$ cat src/rtl/sweep_ctrl.sv
// sweep_ctrl: stepped-frequency sweep sequencer for a DDS.
// Emits a phase increment m per tone, a one-cycle set strobe when a new tone
// is loaded, and holds each tone for cfg_dwell+1 cycles. All outputs registered.
module sweep_ctrl #(
  parameter int M_W     = 40,
  parameter int DWELL_W = 24,
  parameter int CNT_W   = 16
) (
  input  logic               clk,
  input  logic               rst_n,
  input  logic [M_W-1:0]     cfg_start,
  input  logic [M_W-1:0]     cfg_step,
  input  logic               cfg_down,
  input  logic [CNT_W-1:0]   cfg_count,
  input  logic [DWELL_W-1:0] cfg_dwell,
  input  logic               start,
  input  logic               abort,
  output logic [M_W-1:0]     m,
  output logic               set,
  output logic               en,
  output logic               busy,
  output logic               done
);

  typedef enum logic {IDLE, RUN} state_t;

  state_t             state, state_nxt;
  logic [M_W-1:0]     m_nxt;
  logic               set_nxt, en_nxt, busy_nxt, done_nxt;
  logic [DWELL_W-1:0] dwell_cnt, dwell_cnt_nxt;
  logic [CNT_W-1:0]   remaining, remaining_nxt;

  // Shadow copies of the sweep config; cfg_start and cfg_count are consumed
  // directly into m and remaining, so only the per-tone terms need holding.
  logic [M_W-1:0]     sh_step, sh_step_nxt;
  logic               sh_down, sh_down_nxt;
  logic [DWELL_W-1:0] sh_dwell, sh_dwell_nxt;

  // Next tone, modulo 2^M_W in both directions (wrap is intentional).
  logic [M_W-1:0]     m_next_tone;
  assign m_next_tone = sh_down ? (m - sh_step) : (m + sh_step);

  // Next-state and output decode; abort outranks start and dwell expiry.
  always_comb begin
    state_nxt     = state;
    m_nxt         = m;
    set_nxt       = 1'b0;
    done_nxt      = 1'b0;
    en_nxt        = en;
    busy_nxt      = busy;
    dwell_cnt_nxt = dwell_cnt;
    remaining_nxt = remaining;
    sh_step_nxt   = sh_step;
    sh_down_nxt   = sh_down;
    sh_dwell_nxt  = sh_dwell;
    case (state)
      IDLE: begin
        if (abort) begin
          en_nxt = 1'b0;
        end else if (start) begin
          if (cfg_count == '0) begin
            // Empty sweep: just report completion, outputs untouched.
            done_nxt = 1'b1;
          end else begin
            sh_step_nxt   = cfg_step;
            sh_down_nxt   = cfg_down;
            sh_dwell_nxt  = cfg_dwell;
            m_nxt         = cfg_start;
            set_nxt       = 1'b1;
            en_nxt        = 1'b1;
            busy_nxt      = 1'b1;
            dwell_cnt_nxt = cfg_dwell;
            remaining_nxt = cfg_count - 1'b1;
            state_nxt     = RUN;
          end
        end
      end
      RUN: begin
        if (abort) begin
          // Mute and drop the sweep; m keeps the last tone.
          state_nxt = IDLE;
          busy_nxt  = 1'b0;
          en_nxt    = 1'b0;
        end else if (dwell_cnt == '0) begin
          if (remaining != '0) begin
            m_nxt         = m_next_tone;
            set_nxt       = 1'b1;
            dwell_cnt_nxt = sh_dwell;
            remaining_nxt = remaining - 1'b1;
          end else begin
            // Last tone keeps playing after completion.
            done_nxt  = 1'b1;
            busy_nxt  = 1'b0;
            state_nxt = IDLE;
          end
        end else begin
          // Counting runs on the set cycle too, giving a dwell+1 tone period.
          dwell_cnt_nxt = dwell_cnt - 1'b1;
        end
      end
      default: state_nxt = IDLE;
    endcase
  end

  // State and registered outputs; async reset clears everything.
  always_ff @(posedge clk or negedge rst_n) begin
    if (!rst_n) begin
      state     <= IDLE;
      m         <= '0;
      set       <= 1'b0;
      en        <= 1'b0;
      busy      <= 1'b0;
      done      <= 1'b0;
      dwell_cnt <= '0;
      remaining <= '0;
      sh_step   <= '0;
      sh_down   <= 1'b0;
      sh_dwell  <= '0;
    end else begin
      state     <= state_nxt;
      m         <= m_nxt;
      set       <= set_nxt;
      en        <= en_nxt;
      busy      <= busy_nxt;
      done      <= done_nxt;
      dwell_cnt <= dwell_cnt_nxt;
      remaining <= remaining_nxt;
      sh_step   <= sh_step_nxt;
      sh_down   <= sh_down_nxt;
      sh_dwell  <= sh_dwell_nxt;
    end
  end

endmodule

$ cat config.mk
export PLATFORM = sky130hd
export DESIGN_NAME = sweep_ctrl
export DESIGN_NICKNAME = d
export VERILOG_FILES = /design/src/rtl/sweep_ctrl.sv
export SDC_FILE = /design/constraint.sdc
export NUM_CORES = 1
export LEC_CHECK = 0
export ABC_AREA = 1
export CAP_MARGIN = 20
export CORE_MARGIN = 2
export CORE_UTILIZATION = 35
export CTS_CLUSTER_SIZE = 12
export DETAILED_ROUTE_END_ITERATION = 16
export GPL_TIMING_DRIVEN = 0
export SETUP_SLACK_MARGIN = 0.5
export SYNTH_ARGS = -nofsm -noshare
export SYNTH_HDL_FRONTEND = slang
export SYNTH_SLANG_ARGS = --single-unit
$ cat constraint.sdc
create_clock -name clk -period 8.6 [get_ports clk]
set_input_delay 1.72 -clock clk [delete_from_list [all_inputs] [get_ports clk]]
set_output_delay 1.72 -clock clk [all_outputs]
set_load 0.02 [all_outputs]
After elaboration in Yosys (flattened, before gate mapping)
Cells that the tools add are included.
Widths: inputs -> output; s select.

word-level totals
  latch bits = 0
  memory bits (writable) = 0
  logic and storage cells = 88
  ROM bits = 0
  memories = 0
  flip-flop bits (word level) = 150
  output and inout bits = 44

operators by class
  multiplexer cells = 49
  $mul = 0
  bitwise operators = 3
  equality and inequality tests = 12
  add/subtract/negate cells = 5
  shifts and indexed selects = 0
  reduce and logical (&&, ||, !) cells = 8
  magnitude comparators = 0
  div/mod/pow operators = 0

operator list
  operator               count
  $mux 40                7
  $mux 24                6
  $mux 16                6
  $pmux 40 s2            1
  $pmux 24 s2            1
  $add 40x40->40         1
  $sub 40x40->40         1
  $pmux 16 s2            1
  $sub 16x1->16 const B  2
  $logic_not 24->1       1
  $sub 24x1->24 const B  1
  $mux 1                 22
  $logic_not 16->1       1
  $reduce_bool 16->1     1
  $ne 2x2->1 const B     5
  $pmux 1 s2             5
  $reduce_and 5->1       2
  $ne 3x3->1 const B     3
  $ne 3x2->1 const B     2
  $reduce_and 6->1       1
  $ne 2x1->1 const B     2
  $reduce_and 4->1       1
  $not 1->1              3
  $reduce_and 3->1       1

Longest topological paths before layout
  depth in word-level cells = 6
  gate-level depth with buffers = 25

Worst setup path before layout
Ideal clock, no wire load.

  path type = reg-to-reg
  from = reg sh_step[0]
  to = reg m[35]
  setup time = 0.116 ns
  data arrival time = 2.835 ns
  cell stages (with the launch flop) = 22
  slack = 5.649 ns
  required time = 8.484 ns
  path buffers = 0
  path through = dfrtp_1 > inv_1 > ha_1 > nand3_1 > nor2_2 > nand3_2 > nand2_2 > o21ai_2 > a21oi_1 > o21ai_0 > xor2_1 > ha_1 > a21oi_1 > a21boi_0 > nand2_1 > nand2_1 > and2_1 > nand2_1 > nand2_1 > nand3_1 > nand2_1 > nand2_1

between the ends
  longest elaborated chain between the ends = 6

ends and longest elaborated chain
  item                                              RTL line  RTL
  start: declaration                                35        logic [M_W-1:0] sh_step, sh_step_nxt;
  start signal: assignment                          128       sh_step <= sh_step_nxt;
  $add 40x40->40 or $sub 40x40->40 (tied branches)  41        assign m_next_tone = sh_down ? (m - sh_step) : (m + sh_step);
  $mux 40 (*)                                       41
  $mux 40 (*)                                       85        if (remaining != '0) begin
  $mux 40 (*)                                       84        end else if (dwell_cnt == '0) begin
  $mux 40 (*)                                       79        if (abort) begin
  $pmux 40 s2 (*)                                   56        case (state)
  end signal: assignment                            121       m <= m_nxt;
  end: declaration                                  18        output logic [M_W-1:0] m,

Mark *: on every way between the ends. The rest lies on a longest branch, timed or not. The select of a mux whose other input is x is not followed.
A chain may end at the register's enable or synchronous reset.

Final worst setup path
Same ends and word-level chain as after synthesis.

==> impl_metrics.toml <==
[outcome]
status = "finished clean"

[synthesis]
synthSimpleGateAreaFrac_pct = 33.1
synth_fa_ha_area_share_pct = 4.78
syn-num-nets = 1963
synth_top_family_by_area = "simple AND/OR/NAND/NOR gates"
synth_compound_area_share_pct = 11.4
yosysSeqAreaShare_pct = 32.1
synth_area_mm2 = 0.0117
synth_cell_type_count = 41
synth.avg_cell_area_um2 = 6.51
yosys_warnings = 0
synth_enable_flop_cells = 0
synth_mux_area_share_pct = 3.37
synthesis.instances = 1794
synth_xor_area_share_pct = 5.32
synth_seq_cells = 150
synthArstFlopShare_pct = 100
synth_ff_type = "dfrtp_1"

[pwr]
p_leak_uw = 0.00715
ir_worst_vdd_mv = 0.175
power.density_mw_per_mm2 = 304
power_uw = 4440

[clocking]
postCtsSetupBuffers = 0
path_clk_slew_ns = 0.07
cts.repair.resized = 0
cts_root_buffer = "clkbuf_16"
cts_max_level = 4
cts_inserted_buffers = 17
cts_hold_buf = 0
clockBufferDepth = 2
cts_tree = "yes"
cts.sinks = 150
insertion_delay_ns = 0.45

[drt]
drc_errors = 0
dr.pass1.iters = 5
ant_nets = 0
wl_um = 41600
wl_per_cell_um = 17.1
vias_per_cell = 4.93
vias = 12000
drt_iter0_drc = 729

[grt]
grt_max_degree = 81
grt_usage_pct = 24.0
grt_pass1_vias = 11800
grt_pass1_wl_um = 65300
grt-ovfl-total = 0
antenna_found_initial = 1

[placement]
post-dp-hpwl_um = 33700
place.gp.congestion = 0.941
dp_cells = 2405
io_buffers = 168

[setup_path]
crit_path_end_kind = "register"
path_cells = "inv_1, ha_1, nand3_1, nor2_2, nand3_2, nand2_2, o21ai_2, a21oi_1, o21ai_0, xor2_1, ha_1, a21oi_1, a21boi_0, nand2_1, nand2_1, and2_1, nand2_1, nand2_1, nand3_1, nand2_1, nand2_1"
path_class = "reg -> reg"
crit_top_cell = "nand2_1"
cp_slowest_cell = "dfrtp_1"
cp_max_fo = 5
r2r_slack_ns = 4.47
critPathLaunchType = "register"
crit_required_ns = 8.93
crit_buf_inv = 1
cp_top_family = "simple AND/OR/NAND/NOR gates"
critical_path_arrival_ns = 4.46
slowest_delay_ns = 0.38

[timing]
maxSlewViolCount = 0
setup_violations = 0
rsz0062_at_grt = "false"
slew_headroom_pct = 35.2
period_minus_slack_ns = 4.13
period_share_pct = 48.0
fmax_ghz = 0.242
hold_violations = 0
worstMarginPinSlew_ns = 0.972
finClkSkew_ns = 0.0145

[die]
io_pins = 169
core_mm2 = 0.0327
start_util_pct = 35.7
rows = 66
die_h_um = 187
die_w_um = 187
die-area_mm2 = 0.0348

[job]
maxCapViolCount = 0

[layout]
final_cells = 2438
finalNetCount = 2151
drive_gt1_share_pct = 6.02
syn_to_final_growth_pct = 25.0

[hold_path]
hold_class = "reg -> reg"
==> layout by cell type (no fill, tap or decap), types with 45 or more instances in the layout <==
master | synthesis | layout
nand2_1 | 517 | 517
nor2_1 | 291 | 291
inv_1 | 233 | 233
clkdlybuf4s50_1 | 0 | 167
dfrtp_1 | 150 | 150
o21ai_0 | 98 | 98
nand3_1 | 84 | 84
a21oi_1 | 68 | 68
xor2_1 | 53 | 53
o21ai_1 | 45 | 45
==> per-stage QoR <==
step | area, µm² | setup TNS [ns] | utilization [%] | setup WS, ns | hold WS [ns]
after floorplan | 11700 | 0 | - | 5.65 | 0.448
after detailed placement | 13900 | 0 | 42.6 | 4.48 | 0.470
after global routing | 14600 | 0 | 44.6 | 4.19 | 0.517
after CTS | 14600 | 0 | 44.6 | 4.52 | 0.488
final | 14600 | 0 | 44.6 | 4.47 | 0.482
after global placement | 13900 | -99.71 | 42.5 | -0.686 | 0.462
==> kinds of logic after synthesis <==
kind of cell | after synthesis
compound gates | 249
xor+xnor | 71
fa+ha+maj | 44
buf+inv | 287
flops | 150
mux | 35
simple gates | 958
==> final timing paths <==
check,to,from,depth (start not counted)
min reg2reg,sh_dwell[0],sh_dwell[0],2
min,sh_dwell[0],sh_dwell[0],2
min in group asynchronous,sh_dwell[9],rst_n,1
max,m[35],sh_step[0],21
max reg2reg,m[35],sh_step[0],21
max in group asynchronous,m[37],rst_n,2
==> layer usage <==
| metal | GRT usage [%] | wire length [µm] | vias up |
|---|---|---|---|
| met5 | 0 | 0 | - |
| met4 | 8.73 | 1220 | 0 |
| met3 | 3.10 | 1840 | 51 |
| met2 | 39.5 | 18900 | 324 |
| met1 | 32.3 | 19600 | 5612 |
| li1 | - | - | 6041 |
==> registers in the layout (all words and copies together) (netlist names) <==
register and count:
en 1, sh_step 40, m 40, busy 1
dwell_cnt 24, sh_dwell 24, done 1, state 1
set 1, remaining 16, sh_down 1
==> cells in the mapped netlist, types with 2 or more instances <==
cell type	instances	area [µm²]
nor3_1	19	95.1
o21bai_1	4	30.0
inv_1	233	875
dfrtp_1	150	3750
o211ai_1	14	105
nor2_1	291	1090
clkbuf_1	22	82.6
buf_6	5	56.3
o21ai_2	3	26.3
nand2_2	5	31.3
inv_2	2	7.51
a21boi_0	3	22.5
buf_4	2	15.0
nand4_1	12	75.1
nand3_1	84	420
nor3_2	2	20.0
o21ai_1	45	225
or2_2	5	31.3
nand2_1	517	1940
ha_1	43	538
nor3b_1	3	22.5
mux2_2	35	394
xnor2_1	18	158
nand3b_1	5	37.5
o21a_1	2	15.0
a21oi_1	68	340
a31oi_1	10	62.6
nor2_2	3	18.8
xor2_1	53	464
buf_2	21	105
nor4_1	5	31.3
o21ai_0	98	490
and2_1	4	25.0
==> where the power goes <==
part | internal, µW | switching [µW] | total [µW] | leakage (µW)
clock network | 503 | 346 | 849 | 0.000312
logic | 907 | 1580 | 2490 | 0.00505
registers | 896 | 208 | 1100 | 0.00179
==> tightest hold or removal path: cells and delay by family, from the launching register on <==
kind	cells	cell delay, ns
AND/OR/NAND/NOR	1	0.05
AO/OA/AOI/OAI	1	0.06
flip-flops	1	0.34
==> area by class of cell <==
type                    instances  area, µm²
diodes                          1       2.50
plain buffers                  51        263
clock buffers                  18        439
repair buffers                169       1710
inverters                     236        886
fillers                      3515      18100
flip-flops and latches        150       3750
well taps                     442        553
clock inverters                14        210
multi-input cells            1357       6780
Note: power is estimated with default switching activity, not from simulation.
==> RTL change (config.mk and constraints unchanged) <==
Reset style: synchronous (`rst_n`), changed in one clocked block. Comments in the files are not updated.
--- a/src/rtl/sweep_ctrl.sv
+++ b/src/rtl/sweep_ctrl.sv
@@ -103,7 +103,7 @@
   end
 
   // State and registered outputs; async reset clears everything.
-  always_ff @(posedge clk or negedge rst_n) begin
+  always_ff @(posedge clk) begin
     if (!rst_n) begin
       state     <= IDLE;
       m         <= '0;
Formal check against the unedited RTL: differs if rst_n is asserted again (counterexample within 4 cycles, from zero or initial values and one cycle with rst_n low); with rst_n held inactive, the same outputs for 4 cycles.
==> RTL change against the unedited design <==
  * Critical path depth grew 1
  * Setup slack gained 0.44 ns
  * Sequential cell count is the same
  * Design area shrank 4.8%
  * Routed wire length grew 2.2%
  * Largest cell class unchanged
  * Clock skew shrank 0.0030 ns
  * Die area shrank 4.4%
  * Final cell count grew 0.74%
  * First-iteration DRC count grew 20%
  * Core utilization shrank 0.48 points
  * Area after synthesis shrank 4.5%
Power is not compared: it rests on default switching activity, and its combinational part moved more than twofold at a synthesized area within 25%.
==> RTL change: results (changes against the unedited design) <==
run_status:
  status: "finished, final reports clean"
setup_path:
  worstRegToRegCells: 22  # +4.8%
  r2r-start: "sh_step[0]$_SDFFE_PN0P_"
  regToRegSetupSlack_ns: 4.91  # +0.44 ns
  slowest_stage: "ha_1"
  reg2reg_to: "m[39]$_SDFFE_PN0P_"
  worst-path-max-fanout: 5  # unchanged
  cp.arrival_ns: 3.98  # -0.48 ns
  crit_family: "compound AO/OA/AOI/OAI gates"
  cpPeakStageDelay_ns: 0.35  # -0.03 ns
yosys:
  synth_edf_count: 0  # unchanged
  seq_area_frac_synth_pct: 26.9  # -5.2 points
  synth_xor_area_share_pct: 5.81  # +0.49 points
  netlist-cell-type-count: 45  # +9.8%
  synth-compound-area-share_pct: 18.3  # +6.9 points
  async_reset_ff_share_pct: 0  # -100 points
  synthFlopType: "dfxtp_1"
  synth_area_leaders: "dfxtp_1 (27%), nand2_1 (15%), nor2_1 (10%)"
  synthMuxAreaShare_pct: 0  # -3.4 points
  syn_nets: 2023  # +3.1%
  yosys.area_share.adder_pct: 5.00  # +0.22 points
  ys_warn_count: 0  # unchanged
  synthTopCellsByCount: "nand2_1 (442), nor2_1 (310), inv_1 (224)"
hold_path:
  worstHoldStart: "sh_dwell[23]$_SDFFE_PN0P_"
  worstHoldEndpoint: "sh_dwell[23]$_SDFFE_PN0P_"
  hold_path.class: "reg2reg"
sta:
  worst_pin_slew_ns: 0.984  # +0.0123 ns
  finClkSkew_ns: 0.0115  # -0.00302 ns
place:
  gp_congestion: 0.989  # +5.1%
  io_buffers: 168  # unchanged
  place_ws_ns: 4.54  # +0.0562 ns
  post-dp-hpwl_microns: 34200  # +1.3%
global_routing:
  grt_max_degree: 17  # -79%
  grt_use_total_pct: 25.4  # +1.4 points
  grt_antenna_before_repair: 1  # unchanged
  grt_pass1_vias: 11923  # +1.0%
  grt_first_pass_wirelength_microns: 65300  # about the same
routing:
  dr.first_iter.drc_count: 877  # +20%
  routedWlPerCell_microns: 17.3  # +1.4%
  dr_total_vias: 12454  # +3.5%
  firstDrtPassIters: 5  # unchanged
clock_network:
  numCtsBuffers: 17  # unchanged
  worstSkewPairLatency_ns: 0.44
  clockBufferDepth: 2  # unchanged
  cts_max_level: 4  # unchanged
  cts_resized: 0  # unchanged
  cts_setup_buffers: 0  # unchanged
pwr:
  irDropWorstVdd_uv: 139
layout:
  drive_above_1_share_pct: 4.28  # -1.7 points
  nets: 2210  # +2.7%
  reg_top3: "m (40), sh_step (40)"
  diodes: 0  # -1
-- RTL change: cell types whose count changed after synthesis, sizes merged, moves of 26 or more --
| cell | unedited run | this run |
|---|---|---|
| mux2 | 35 | 0 |
| a21oi | 69 | 122 |
| o21ai | 146 | 193 |
| nand2 | 522 | 448 |
| dfrtp | 150 | 0 |
| a31oi | 10 | 36 |
| dfxtp | 0 | 150 |
-- RTL change: cell families after synthesis --
group	Yosys count
AOI/OAI and AO/OA	379
xor gates and xnor gates	74
adders and majority gates	44
and+or+nand+nor	908
buffers and inverters	299
DFF	150
-- RTL change: how the worst max path moves through the flow --
stage	end	slack, ns	cells past startpoint
floorplan	dwell_cnt[12]$_SDFFE_PN0P_	5.51	8
global placement	done$_SDFF_PN0_	4.56	5
detailed placement	sh_dwell[6]$_SDFFE_PN0P_	4.54	9
CTS	m[32]$_SDFFE_PN0P_	4.92	22
global route	m[32]$_SDFFE_PN0P_	4.41	22
finish	m[39]$_SDFFE_PN0P_	4.91	22
-- RTL change: worst register-to-register path: cells and delay by family (launching register included) --
| family | cells | cell delay, ns |
|---|---|---|
| flops | 1 | 0.32 |
| buf+inv | 2 | 0.16 |
| simple gates | 10 | 1.17 |
| compound gates | 8 | 1.31 |
| fa+ha+maj | 2 | 0.58 |
-- RTL change: layout make-up --
| cell class | count | area, sq um |
|---|---|---|
| clock buffer | 19 | 443 |
| sequential | 150 | 3000 |
| tap | 402 | 503 |
| timing repair buffer | 168 | 1680 |
| clock inverter | 13 | 115 |
| multi-input combinational | 1405 | 6960 |
| buffer | 70 | 329 |
| inverter | 229 | 860 |
| fill | 3387 | 17600 |
-- RTL change: per-stage QoR --
| stage | power [W] | area (sq um) | instances | util (%) | hold WS [ns] |
|---|---|---|---|---|---|
| after global routing | 0.00254 | 13900 | 2456 | 44.2 | 0.469 |
| after global placement | 0.00166 | 13300 | 2424 | 42.4 | 0.437 |
| after floorplan | 0.00137 | 11200 | 1854 | - | 0.424 |
| after detailed placement | 0.00167 | 13300 | 2424 | 42.4 | 0.452 |
| after CTS | 0.00240 | 13900 | 2456 | 44.2 | 0.463 |
| final | 0.00241 | 13900 | 2456 | 44.2 | 0.465 |
-- RTL change: per-layer routing --
| layer | vias up | wire (microns) | track usage [%] |
|---|---|---|---|
| li1 | 6343 | - | - |
| met1 | 5684 | 19100 | 33.0 |
| met2 | 372 | 20100 | 43.4 |
| met3 | 55 | 2260 | 3.41 |
| met4 | 0 | 1100 | 8.29 |
| met5 | - | 0 | 0 |
-- RTL change: power breakdown --
part	leakage, nW	internal, W	total (W)	switching [W]
Clock	0.270	0.000387	0.000743	0.000356
Sequential	1.23	0.000751	0.000806	0.0000549
Combinational	4.80	0.000316	0.000857	0.000541
